--- config.mk ---
export PLATFORM = sky130hd
export DESIGN_NAME = spike_out_collector
export DESIGN_NICKNAME = d
export VERILOG_FILES = /design/src/rtl/spike_pkg.sv /design/src/rtl/spike_rec_fifo.sv /design/src/rtl/spike_out_collector.sv
export SDC_FILE = /design/constraint.sdc
export NUM_CORES = 1
export LEC_CHECK = 0
export CORE_UTILIZATION = 60
export DETAILED_ROUTE_END_ITERATION = 12
export PLACE_DENSITY = 0.8
export SKIP_CTS_REPAIR_TIMING = 1
export SLEW_MARGIN = 20
export SYNTH_ARGS = -nofsm -noshare
export SYNTH_HDL_FRONTEND = slang
export SYNTH_SLANG_ARGS = --single-unit
--- constraint.sdc ---
create_clock -name clk -period 6.3 [get_ports clk]
set_input_delay 1.26 -clock clk [delete_from_list [all_inputs] [get_ports clk]]
set_output_delay 1.26 -clock clk [all_outputs]
set_load 0.005 [all_outputs]
--- src/rtl/spike_pkg.sv ---
// Shared widths, record layout and FSM states for the spike output collector.
package spike_pkg;

  localparam int SPK_W    = 16;
  localparam int SUM_W    = 24;
  localparam int REC_W    = 41;

  localparam int SUM_LSB  = 0;
  localparam int PEAK_LSB = 24;
  localparam int FLAT_BIT = 40;

  typedef enum logic {
    IDLE  = 1'b0,
    ACCUM = 1'b1
  } state_e;

  function automatic logic [REC_W-1:0] pack_rec(input logic             flat,
                                                input logic [SPK_W-1:0] peak,
                                                input logic [SUM_W-1:0] sum);
    logic [REC_W-1:0] rec;
    rec = '0;
    rec[FLAT_BIT]                    = flat;
    rec[PEAK_LSB +: SPK_W]           = peak;
    rec[SUM_LSB +: SUM_W]            = sum;
    return rec;
  endfunction

endpackage

--- src/rtl/spike_rec_fifo.sv ---
// Record FIFO with valid/ready read side; a push into a full FIFO survives only
// when the head is popped on the same edge, otherwise drop_o flags it.
module spike_rec_fifo #(
  parameter int DEPTH = 4,
  parameter int REC_W = 41
) (
  input  logic             clk,
  input  logic             rst_n,
  input  logic             wr_en_i,
  input  logic [REC_W-1:0] wr_data_i,
  output logic             drop_o,
  output logic             rd_valid_o,
  input  logic             rd_ready_i,
  output logic [REC_W-1:0] rd_data_o
);

  localparam int AW = (DEPTH > 1) ? $clog2(DEPTH) : 1;

  logic [REC_W-1:0] mem_q [DEPTH];
  logic [AW:0]      wr_ptr_q, rd_ptr_q;
  logic [AW:0]      wr_ptr_d, rd_ptr_d;
  logic             empty, full, pop, push_ok;

  // The extra MSB on each pointer separates full from empty when the indices match.
  assign empty   = (wr_ptr_q == rd_ptr_q);
  assign full    = (wr_ptr_q[AW] != rd_ptr_q[AW]) && (wr_ptr_q[AW-1:0] == rd_ptr_q[AW-1:0]);
  assign pop     = rd_valid_o && rd_ready_i;
  assign push_ok = wr_en_i && (!full || pop);

  assign drop_o     = wr_en_i && full && !pop;
  assign rd_valid_o = !empty;
  assign rd_data_o  = mem_q[rd_ptr_q[AW-1:0]];

  always_comb begin
    wr_ptr_d = wr_ptr_q;
    rd_ptr_d = rd_ptr_q;
    if (push_ok) wr_ptr_d = wr_ptr_q + 1'b1;
    if (pop)     rd_ptr_d = rd_ptr_q + 1'b1;
  end

  always_ff @(posedge clk or negedge rst_n) begin
    if (!rst_n) begin
      wr_ptr_q <= '0;
      rd_ptr_q <= '0;
      for (int i = 0; i < DEPTH; i++) mem_q[i] <= '0;
    end else begin
      wr_ptr_q <= wr_ptr_d;
      rd_ptr_q <= rd_ptr_d;
      if (push_ok) mem_q[wr_ptr_q[AW-1:0]] <= wr_data_i;
    end
  end

endmodule

--- src/rtl/spike_out_collector.sv ---
// Windows sampled TopGrid spike outputs into {flat, peak, sum} records and
// queues them for a valid/ready consumer, counting records lost to a full queue.
module spike_out_collector
  import spike_pkg::*;
#(
  parameter int DEPTH = 4,
  parameter int WIN_W = 8
) (
  input  logic             clk,
  input  logic             rst_n,
  input  logic [SPK_W-1:0] grid_out,
  input  logic             sample_en,
  input  logic [WIN_W-1:0] window_len,
  output logic             rec_valid,
  input  logic             rec_ready,
  output logic [REC_W-1:0] rec_data,
  output logic             overflow,
  output logic [7:0]       drop_cnt
);

  state_e           state_q, state_d;
  logic [WIN_W-1:0] cnt_q, cnt_d;
  logic [WIN_W-1:0] len_q, len_d;
  logic [SUM_W-1:0] sum_q, sum_d;
  logic [SPK_W-1:0] peak_q, peak_d;
  logic [SPK_W-1:0] first_q, first_d;
  logic             flat_q, flat_d;
  logic             overflow_q;
  logic [7:0]       drop_cnt_q;

  logic             push;
  logic [REC_W-1:0] push_rec;
  logic             drop;

  logic [SUM_W:0]   sum_acc;
  logic [SUM_W-1:0] sum_next;
  logic [SPK_W-1:0] peak_next;
  logic             flat_next;
  logic [WIN_W-1:0] cnt_next;
  logic [WIN_W-1:0] len_open;

  // Sum only saturates when WIN_W allows more than 255 full-scale samples.
  assign sum_acc   = {1'b0, sum_q} + (SUM_W+1)'(grid_out);
  assign sum_next  = sum_acc[SUM_W] ? {SUM_W{1'b1}} : sum_acc[SUM_W-1:0];
  assign peak_next = (grid_out > peak_q) ? grid_out : peak_q;
  assign flat_next = flat_q && (grid_out == first_q);
  assign cnt_next  = cnt_q + WIN_W'(1);
  assign len_open  = (window_len == '0) ? WIN_W'(1) : window_len;

  always_comb begin
    state_d  = state_q;
    cnt_d    = cnt_q;
    len_d    = len_q;
    sum_d    = sum_q;
    peak_d   = peak_q;
    first_d  = first_q;
    flat_d   = flat_q;
    push     = 1'b0;
    push_rec = '0;
    case (state_q)
      IDLE: begin
        if (sample_en) begin
          len_d   = len_open;
          cnt_d   = WIN_W'(1);
          sum_d   = SUM_W'(grid_out);
          peak_d  = grid_out;
          first_d = grid_out;
          flat_d  = 1'b1;
          // A one-sample window opens and closes on the same edge.
          if (len_open == WIN_W'(1)) begin
            push     = 1'b1;
            push_rec = pack_rec(1'b1, grid_out, SUM_W'(grid_out));
          end else begin
            state_d = ACCUM;
          end
        end
      end
      ACCUM: begin
        if (sample_en) begin
          cnt_d  = cnt_next;
          sum_d  = sum_next;
          peak_d = peak_next;
          flat_d = flat_next;
          if (cnt_next == len_q) begin
            push     = 1'b1;
            push_rec = pack_rec(flat_next, peak_next, sum_next);
            state_d  = IDLE;
          end
        end
      end
      default: state_d = IDLE;
    endcase
  end

  always_ff @(posedge clk or negedge rst_n) begin
    if (!rst_n) begin
      state_q    <= IDLE;
      cnt_q      <= '0;
      len_q      <= '0;
      sum_q      <= '0;
      peak_q     <= '0;
      first_q    <= '0;
      flat_q     <= 1'b1;
      overflow_q <= 1'b0;
      drop_cnt_q <= '0;
    end else begin
      state_q <= state_d;
      cnt_q   <= cnt_d;
      len_q   <= len_d;
      sum_q   <= sum_d;
      peak_q  <= peak_d;
      first_q <= first_d;
      flat_q  <= flat_d;
      if (drop) begin
        overflow_q <= 1'b1;
        if (drop_cnt_q != 8'hFF) drop_cnt_q <= drop_cnt_q + 8'd1;
      end
    end
  end

  spike_rec_fifo #(
    .DEPTH (DEPTH),
    .REC_W (REC_W)
  ) u_fifo (
    .clk        (clk),
    .rst_n      (rst_n),
    .wr_en_i    (push),
    .wr_data_i  (push_rec),
    .drop_o     (drop),
    .rd_valid_o (rec_valid),
    .rd_ready_i (rec_ready),
    .rd_data_o  (rec_data)
  );

  assign overflow = overflow_q;
  assign drop_cnt = drop_cnt_q;

endmodule

Word-level counts from Yosys, hierarchy flattened
Cells that the tools add are included.

word-level totals
  memories kept = 0
  bits in latches = 0
  RAM bits = 0
  bits in registers = 253
  memory bits (read-only) = 0
  input bits = 28
  word-level logic and storage cells = 87

operators by class
  multiplexer cells = 36
  eq/ne operators = 9
  divide/modulo/power cells = 0
  $lt $le $gt $ge = 4
  shift-type cells = 0
  $add $sub $neg = 5
  multiply operators = 0
  reductions and logical operators = 15
  bitwise operators = 3

operator list
  kind                                           count
  2-to-1 mux 41 bit                              7
  bitwise mux 164 bit                            1
  binary-select mux 41 bit (select 2 bit)        1
  demux 41 bit (select 2 bit)                    1
  case mux 41 bit (2 select lines)               1
  2-to-1 mux 24 bit                              3
  2-to-1 mux 16 bit                              3
  case mux 24 bit (2 select lines)               1
  case mux 16 bit (2 select lines)               1
  adder 24 x 16 -> 25 bit                        1
  2-to-1 mux 8 bit                               3
  adder 8 x 1 -> 8 bit, second input constant    2
  == test 16 bit                                 1
  > comparator 16 bit                            1
  case mux 8 bit (2 select lines)                1
  2-to-1 mux 1 bit                               10
  == test 8 x 1 -> 1 bit, second input constant  1
  == test 8 bit                                  1
  logical NOT 8 bit                              1
  != test 8 bit, second input constant           1
  logical AND 1 bit                              7
  adder 3 x 1 -> 3 bit, second input constant    2
  >= comparator 3 bit, second input constant     2
  inverter 2 -> 3 bit                            2
  other kinds (10)                               17

Longest topological paths before layout
Gate-level depths: netlist of the first run.

  depth after elaboration = 9
  depth in mapped cells = 11
  mapped depth without buffers = 9

By module
A second synthesis of the first run with hierarchy kept.

second synthesis, totals
  cell total of the unflattened synthesis = 1095
  area total of the unflattened synthesis = 13529.2 sq um

modules (own cells, without submodules)
  module               area an instance (sq um)  seq. area each (sq um)  times used  cells each
  spike_rec_fifo       7816.2                    4254.1                  1           436
  spike_out_collector  5713.0                    2078.2                  1           659

Least setup slack after synthesis of the first run
No wires, ideal clock.

  kind = input to register
  start = in grid_out[0]
  end = reg u_fifo.mem_q[100] (netlist name)
  data required time = 6.179 ns
  slack = 2.593 ns
  path buffers = 1
  arrival time = 3.586 ns
  stages on the path = 10
  cell sequence = ha_1 fa_1 a211oi_1 o211ai_1 and3_1 or2_2 buf_2 nor4b_1 nor2_1 a22o_1

on the way
  word-level cells in the longest chain between the ends = 6

RTL lines
  item                              line                       RTL
  from (decl)                       spike_out_collector.sv:11  input logic [SPK_W-1:0] grid_out,
  adder 24 x 16 -> 25 bit           spike_out_collector.sv:43  assign sum_acc = {1'b0, sum_q} + (SUM_W+1)'(grid_out);
  2-to-1 mux 24 bit                 spike_out_collector.sv:44  assign sum_next = sum_acc[SUM_W] ? {SUM_W{1'b1}} : sum_acc[SUM_W-1:0];
  2-to-1 mux 41 bit                 spike_out_collector.sv:84  if (cnt_next == len_q) begin
  2-to-1 mux 41 bit                 spike_out_collector.sv:79  if (sample_en) begin
  case mux 41 bit (2 select lines)  spike_out_collector.sv:60  case (state_q)
  bitwise mux 164 bit               spike_rec_fifo.sv:49       if (push_ok) mem_q[wr_ptr_q[AW-1:0]] <= wr_data_i;
  to (signal, indexed assignment)   spike_rec_fifo.sv:49
  to (decl)                         spike_rec_fifo.sv:19       logic [REC_W-1:0] mem_q [DEPTH];

No other way between the ends.
A chain may end at the register's enable or synchronous reset.

Worst setup path in the final report of the first run
  start = in grid_out[0]
  end = reg u_fifo.mem_q[50] (netlist name)

Same word-level chain as after synthesis.

==> results of run 1 <==
==> placed cells by master (no fill, tap or decap), drive strengths merged, types with 12 or more instances in the layout <==
cell / netlist / layout
dfrtp: 252 / 252
a21oi: 167 / 167
nor2: 152 / 152
nand2: 144 / 144
clkdlybuf4s50: 0 / 77
o21ai: 60 / 60
mux4: 41 / 41
clkbuf: 31 / 40
ha: 39 / 39
xnor2: 33 / 33
inv: 29 / 29
nand3: 23 / 23
a22oi: 23 / 23
buf: 46 / 23
nor3: 20 / 20
mux2: 20 / 20
o2bb2ai: 19 / 19
nand4: 15 / 15
o21a: 15 / 15
xor2: 13 / 13
a21o: 12 / 12
==> power by group <==
group / leakage [nW] / total [W] / internal [W] / switching, W
combinational: 2.80 / 0.00257 / 0.00126 / 0.00132
sequential: 3.35 / 0.00262 / 0.00220 / 0.000426
clock: 0.450 / 0.00161 / 0.000978 / 0.000636
==> logic make-up (layout without fill, tap and decap cells) <==
logic type                 after synthesis  in the layout  synth area share [%]
buffers and inverters                  107            178                  4.08
DFF                                    253            253                  49.1
and+or+nand+nor                        389            389                  12.9
muxes                                   66             66                  9.29
AOI/OAI and AO/OA                      360            360                  17.6
xor gates and xnor gates                46             46                  3.12
adders and majority gates               40             40                  3.94
==> final cells by class <==
class / count / area (sq um) / area share (%)
clock buffers: 40 / 783 / 5.32
clock inverters: 8 / 126 / 0.859
inverters: 30 / 113 / 0.766
multi-input cells: 901 / 6040 / 41.1
flip-flops and latches: 253 / 6330 / 43.1
well taps: 275 / 344 / 2.34
repair buffers: 100 / 963 / 6.55
==> stage by stage <==
step,util (%),worst slack [ps]
floorplan,-,2590
global placement,65.6,1520
detailed placement,65.6,1500
CTS,70.0,2020
global route,70.0,1720
finish,70.0,1950
==> metal layers <==
layer	vias to the layer above	track usage [%]	part of all wire [%]
li1	4623	-	-
met1	5015	43.7	43
met2	395	47.1	48
met3	52	5.31	7.3
met4	0	7.68	1.8
met5	-	0	0
==> sequential cells by signal, summed over array words and instances, names as in the netlist <==
| signal | flops |
|---|---|
| u_fifo.mem_q | 164 |
| cnt_q | 8 |
| len_q | 8 |
| u_fifo.rd_ptr_q | 3 |
| state_q | 1 |
| overflow | 1 |
| sum_q | 24 |
| flat_q | 1 |
| peak_q | 16 |
| drop_cnt | 8 |
| u_fifo.wr_ptr_q | 3 |
| first_q | 16 |
==> worst paths after layout <==
path,startpoint,end,cells after the start
setup / recovery,grid_out[0],u_fifo.mem_q[50],10
hold / removal,u_fifo.mem_q[104],u_fifo.mem_q[104],2
setup reg to reg,state_q,u_fifo.mem_q[65],7
hold reg to reg,u_fifo.mem_q[104],u_fifo.mem_q[104],2
max in group asynchronous,rst_n,u_fifo.rd_ptr_q[1],2
min in group asynchronous,rst_n,u_fifo.mem_q[88],1
==> worst min-delay path, delay by kind of cell (launching register included) <==
kind / cells / cell delay (ps)
compound gates: 1 / 60
simple gates: 1 / 50
flops: 1 / 340
==> impl_metrics.py, run 1 <==
metrics = {
    "layout": {
        "nNetsFinal": 1380,
        "stdcell_count": 1607,
        "areaGrowthSynthToFinish_pct": 14.0,
        "antenna_cells": 0,
        "final_cell_area_sq_um": 14700,
        "drive_gt1_share_pct": 10.7,
        "fillCellCount": 1543,
    },
    "die": {
        "dieArea_sq_um": 22100,
        "row_count": 53,
        "initial_utilization_pct": 61.4,
        "die_x_microns": 149,
        "dieHeight_microns": 149,
        "core_area_sq_um": 21000,
        "io_pins": 79,
    },
    "run_status": {
        "status": "completed",
    },
    "place": {
        "dp.cells": 1559,
        "place_hpwl_microns": 20800,
        "place_area_sq_um": 13800,
        "gp_congestion": 0.933,
        "io_buffers": 78,
    },
    "grt": {
        "grtUsageTotal_pct": 30.1,
        "grt_max_degree": 140,
        "grt_pass1_vias": 9945,
        "gr-total-overflow": 0,
        "grt_pass1_wl_microns": 52400,
        "antenna_found_initial": 0,
    },
    "synthesis": {
        "ys_seq_area_share_pct": 49.1,
        "syn_inst": 1261,
        "syn_area_sq_um": 12900,
        "netlist.area_leader.share_pct": 48.9,
        "synthFlopType": "dfrtp_1",
        "syn_nets": 1329,
        "async_flop_share_pct": 100,
        "yosysWarnings": 0,
        "ys_ff_latch": 253,
        "yosysMostFrequentCell": "dfrtp_1",
        "syn_area_per_cell_sq_um": 10.2,
        "yosys.area.top_type": "dfrtp_1",
        "yosysUniqueCellTypes": 66,
        "netlist_top_cells_count": "dfrtp_1, a21oi_1, nor2_1",
        "ys_top_cells_by_area": "dfrtp_1, mux4_2, a21oi_1",
        "synth_edf_count": 0,
    },
    "clock_network": {
        "cts_buffers": 26,
        "cts_sinks": 253,
        "clk_latency_ps": 530,
        "tritoncts": "built",
        "cts_root_buf": "clkbuf_16",
        "htreeDepth": 1,
        "cts.clk_slew.worst_paths_ps": 60,
        "cts_buffer_depth": 3,
    },
    "drt": {
        "drtIter0Drc": 856,
        "drc": 0,
        "vias": 10100,
        "finalWirelength_microns": 31800,
        "wl_per_cell_microns": 19.8,
        "drt-vias-per-instance": 6.28,
        "ant_nets": 0,
        "drtPass1Iterations": 7,
    },
    "power": {
        "power_leakage_nw": 6.59,
        "power_w": 0.00681,
        "power.density_nw_per_um2": 463,
        "peakVddDrop_mv": 0.242,
    },
    "timing": {
        "relSlewSlack_pct": 33.5,
        "tightest_slew_ps": 995,
        "setup_viol_count_final": 0,
        "drv_slew": 0,
        "final-hold-violation-count": 0,
        "fin_skew_ps": 9.91,
        "tns_ps": 0,
        "finalHoldWorstSlack_ps": 478,
        "period_minus_slack_ps": 4350,
        "fin_crit_sh_pct": 69.1,
        "fmax_mhz": 230,
        "rsz0062_at_grt": "no",
    },
    "worst_setup_path": {
        "cp.required_ps": 6680,
        "critPathArrivalTime_ps": 4730,
        "cpMaxStageDelayCell": "nor2_1",
        "cp_max_fo": 11,
        "worstPathCellList": "clkdlybuf4s50_1 -> ha_1 -> fa_1 -> a211oi_1 -> o211ai_1 -> and3_1 -> nor2_1 -> o2111ai_1 -> a22oi_1 -> a21oi_1",
        "cp.buffers_inverters": 1,
        "path_class": "input port to register",
        "endpoint_kind": "register",
        "cpPeakStageDelay_ps": 560,
        "cp-start-kind": "input port",
        "path_delay_family": "compound AO/OA/AOI/OAI gates",
        "r2r_slack_ps": 2040,
    },
    "job": {
        "maxCapViolCount": 0,
    },
    "min_path": {
        "hold_path_class": "register to register",
    },
}
No activity file was read; power rests on OpenSTA's default activity.
==> run 2, diff against run 1 <==
Clock period 6.3 ns to 4.1 ns, I/O delays scaled along.
==> impl_metrics.py, run 2 (same netlist as run 1, synthesis figures left out) <==
metrics = {
    "clock_network": {
        "clk_latency_ps": 560,
        "tritoncts": "built",
        "cts_root_buf": "clkbuf_16",
        "cts_sinks": 253,
        "cts_buffers": 27,
        "cts_buffer_depth": 3,
        "cts.clk_slew.worst_paths_ps": 60,
        "htreeDepth": 1,
    },
    "layout": {
        "max_flop_register": "u_fifo.mem_q",
        "drive_gt1_share_pct": 13.2,
        "mostFrequentLayoutCell": "dfrtp_1",
        "final_cell_area_sq_um": 15100,
        "top_regs": "u_fifo.mem_q: 164 flops, sum_q: 24 flops",
        "nNetsFinal": 1413,
        "antenna_cells": 0,
        "areaGrowthSynthToFinish_pct": 17.0,
        "multiInputGateArea_sq_um": 6040,
        "seqCellArea_sq_um": 6330,
        "fillCellCount": 1474,
        "final_cell_mix": "dfrtp_1, a21oi_1, nor2_1, nand2_1, clkdlybuf4s50_1",
        "largest_reg_flops": 164,
    },
    "worst_setup_path": {
        "path_delay_family": "compound AO/OA/AOI/OAI gates",
        "cp_num_cells": 9,
        "reg2reg_to": "u_fifo.mem_q[29]",
        "cp_common_cell": "a21oi_1",
        "cpPeakStageDelay_ps": 750,
        "rr_worst_depth": 9,
        "critPathCapture": "u_fifo.mem_q[28]",
        "cpMaxStageDelayCell": "clkdlybuf4s50_1",
        "path_class": "input port to register",
        "r2r-start": "cnt_q[0]",
        "endpoint_kind": "register",
        "worstPathCellList": "clkdlybuf4s50_1 -> ha_1 -> a21oi_1 -> o21ai_0 -> a221o_1 -> o31a_1 -> nor2_2 -> a22oi_1 -> a21oi_1",
        "cp_max_fo": 16,
        "cp-start-kind": "input port",
        "cp.buffers_inverters": 1,
        "cp.required_ps": 4570,
        "critPathArrivalTime_ps": 4070,
        "r2r_slack_ps": 670,
        "crit_start": "grid_out[5]",
    },
    "drt": {
        "drc": 0,
        "drt-vias-per-instance": 6.32,
        "vias": 10400,
        "drtIter0Drc": 824,
        "finalWirelength_microns": 32900,
        "ant_nets": 0,
        "wl_per_cell_microns": 20.1,
        "drtPass1Iterations": 6,
    },
    "place": {
        "place_hpwl_microns": 22200,
        "gp_congestion": 0.981,
        "post-place-ws_ps": 86.0,
        "place_area_sq_um": 14100,
        "io_buffers": 78,
    },
    "die": {
        "core_area_sq_um": 21000,
        "dieHeight_microns": 149,
        "die_x_microns": 149,
        "row_count": 53,
        "dieArea_sq_um": 22100,
        "initial_utilization_pct": 61.4,
        "io_pins": 79,
    },
    "timing": {
        "fin_crit_sh_pct": 87.9,
        "final-hold-violation-count": 0,
        "fmax_mhz": 277,
        "rsz0062_at_grt": "no",
        "worst_slack_ps": 495,
        "relSlewSlack_pct": 41.3,
        "period_minus_slack_ps": 3600,
        "drv_slew": 0,
        "setup_viol_count_final": 0,
        "tns_ps": 0,
        "tightest_slew_ps": 879,
        "fin_skew_ps": 24.2,
    },
    "grt": {
        "antenna_found_initial": 0,
        "grt_max_degree": 115,
        "gr-total-overflow": 0,
        "grt_pass1_vias": 10100,
        "grt_pass1_wl_microns": 54200,
        "grtUsageTotal_pct": 31.3,
    },
    "run_status": {
        "status": "completed",
    },
    "min_path": {
        "hold_path_class": "input port to asynchronous set/reset pin",
    },
    "power": {
        "peakVddDrop_mv": 0.479,
        "power.density_nw_per_um2": 717,
        "power_leakage_nw": 6.80,
        "power_w": 0.0108,
    },
    "job": {
        "maxCapViolCount": 0,
    },
}
==> run 2: power breakdown <==
part / internal [W] / switching, W / total [W]
registers: 0.00337 / 0.000668 / 0.00404
logic: 0.00202 / 0.00209 / 0.00411
clock network: 0.00164 / 0.00103 / 0.00267
total: 0.00703 / 0.00379 / 0.0108
==> run 2: metrics by stage <==
stage                     util [%]  instances  hold slack (ps)
after floorplan                  -       1261              443
after global placement        67.1       1591              456
after detailed placement      67.1       1591              466
after CTS                     71.8       1641              376
after global routing          71.8       1641              415
final                         71.8       1641              296
==> run 2: layer usage <==
metal	part of all wire, %	track usage [%]	vias up
met5	0	0	-
met4	2.5	9.59	0
met3	8.7	5.83	65
met2	46	48.7	419
met1	42	45.0	5177
li1	-	-	4709
==> run 2: area by class of cell <==
cell class	instances	area share, %
Tap cell	275	2.28
Multi-Input combinational cell	901	40.0
Sequential cell	253	42.0
Timing Repair Buffer	132	8.47
Inverter	30	0.746
Clock inverter	14	1.39
Clock buffer	36	5.10
==> run 2: worst min-delay path by stage <==
stage,startpoint,end,slack [ps],cells past startpoint
floorplan,u_fifo.mem_q[64],u_fifo.mem_q[64],440,2
global placement,u_fifo.mem_q[146],u_fifo.mem_q[146],460,2
detailed placement,u_fifo.mem_q[103],u_fifo.mem_q[103],470,2
CTS,rst_n,sum_q[6],380,1
global route,rst_n,u_fifo.mem_q[90],420,1
finish,rst_n,u_fifo.mem_q[91],300,1
==> run 2: worst reg2reg max path, cell delays in order (launching register included) <==
cell and delay, ps:
dfrtp_1 440, ha_1 360, xor2_1 160, or3_1 360, a2111oi_4 370, o211a_1 480
a21o_1 600, a22oi_1 200, buf_4 210, a21oi_1 160
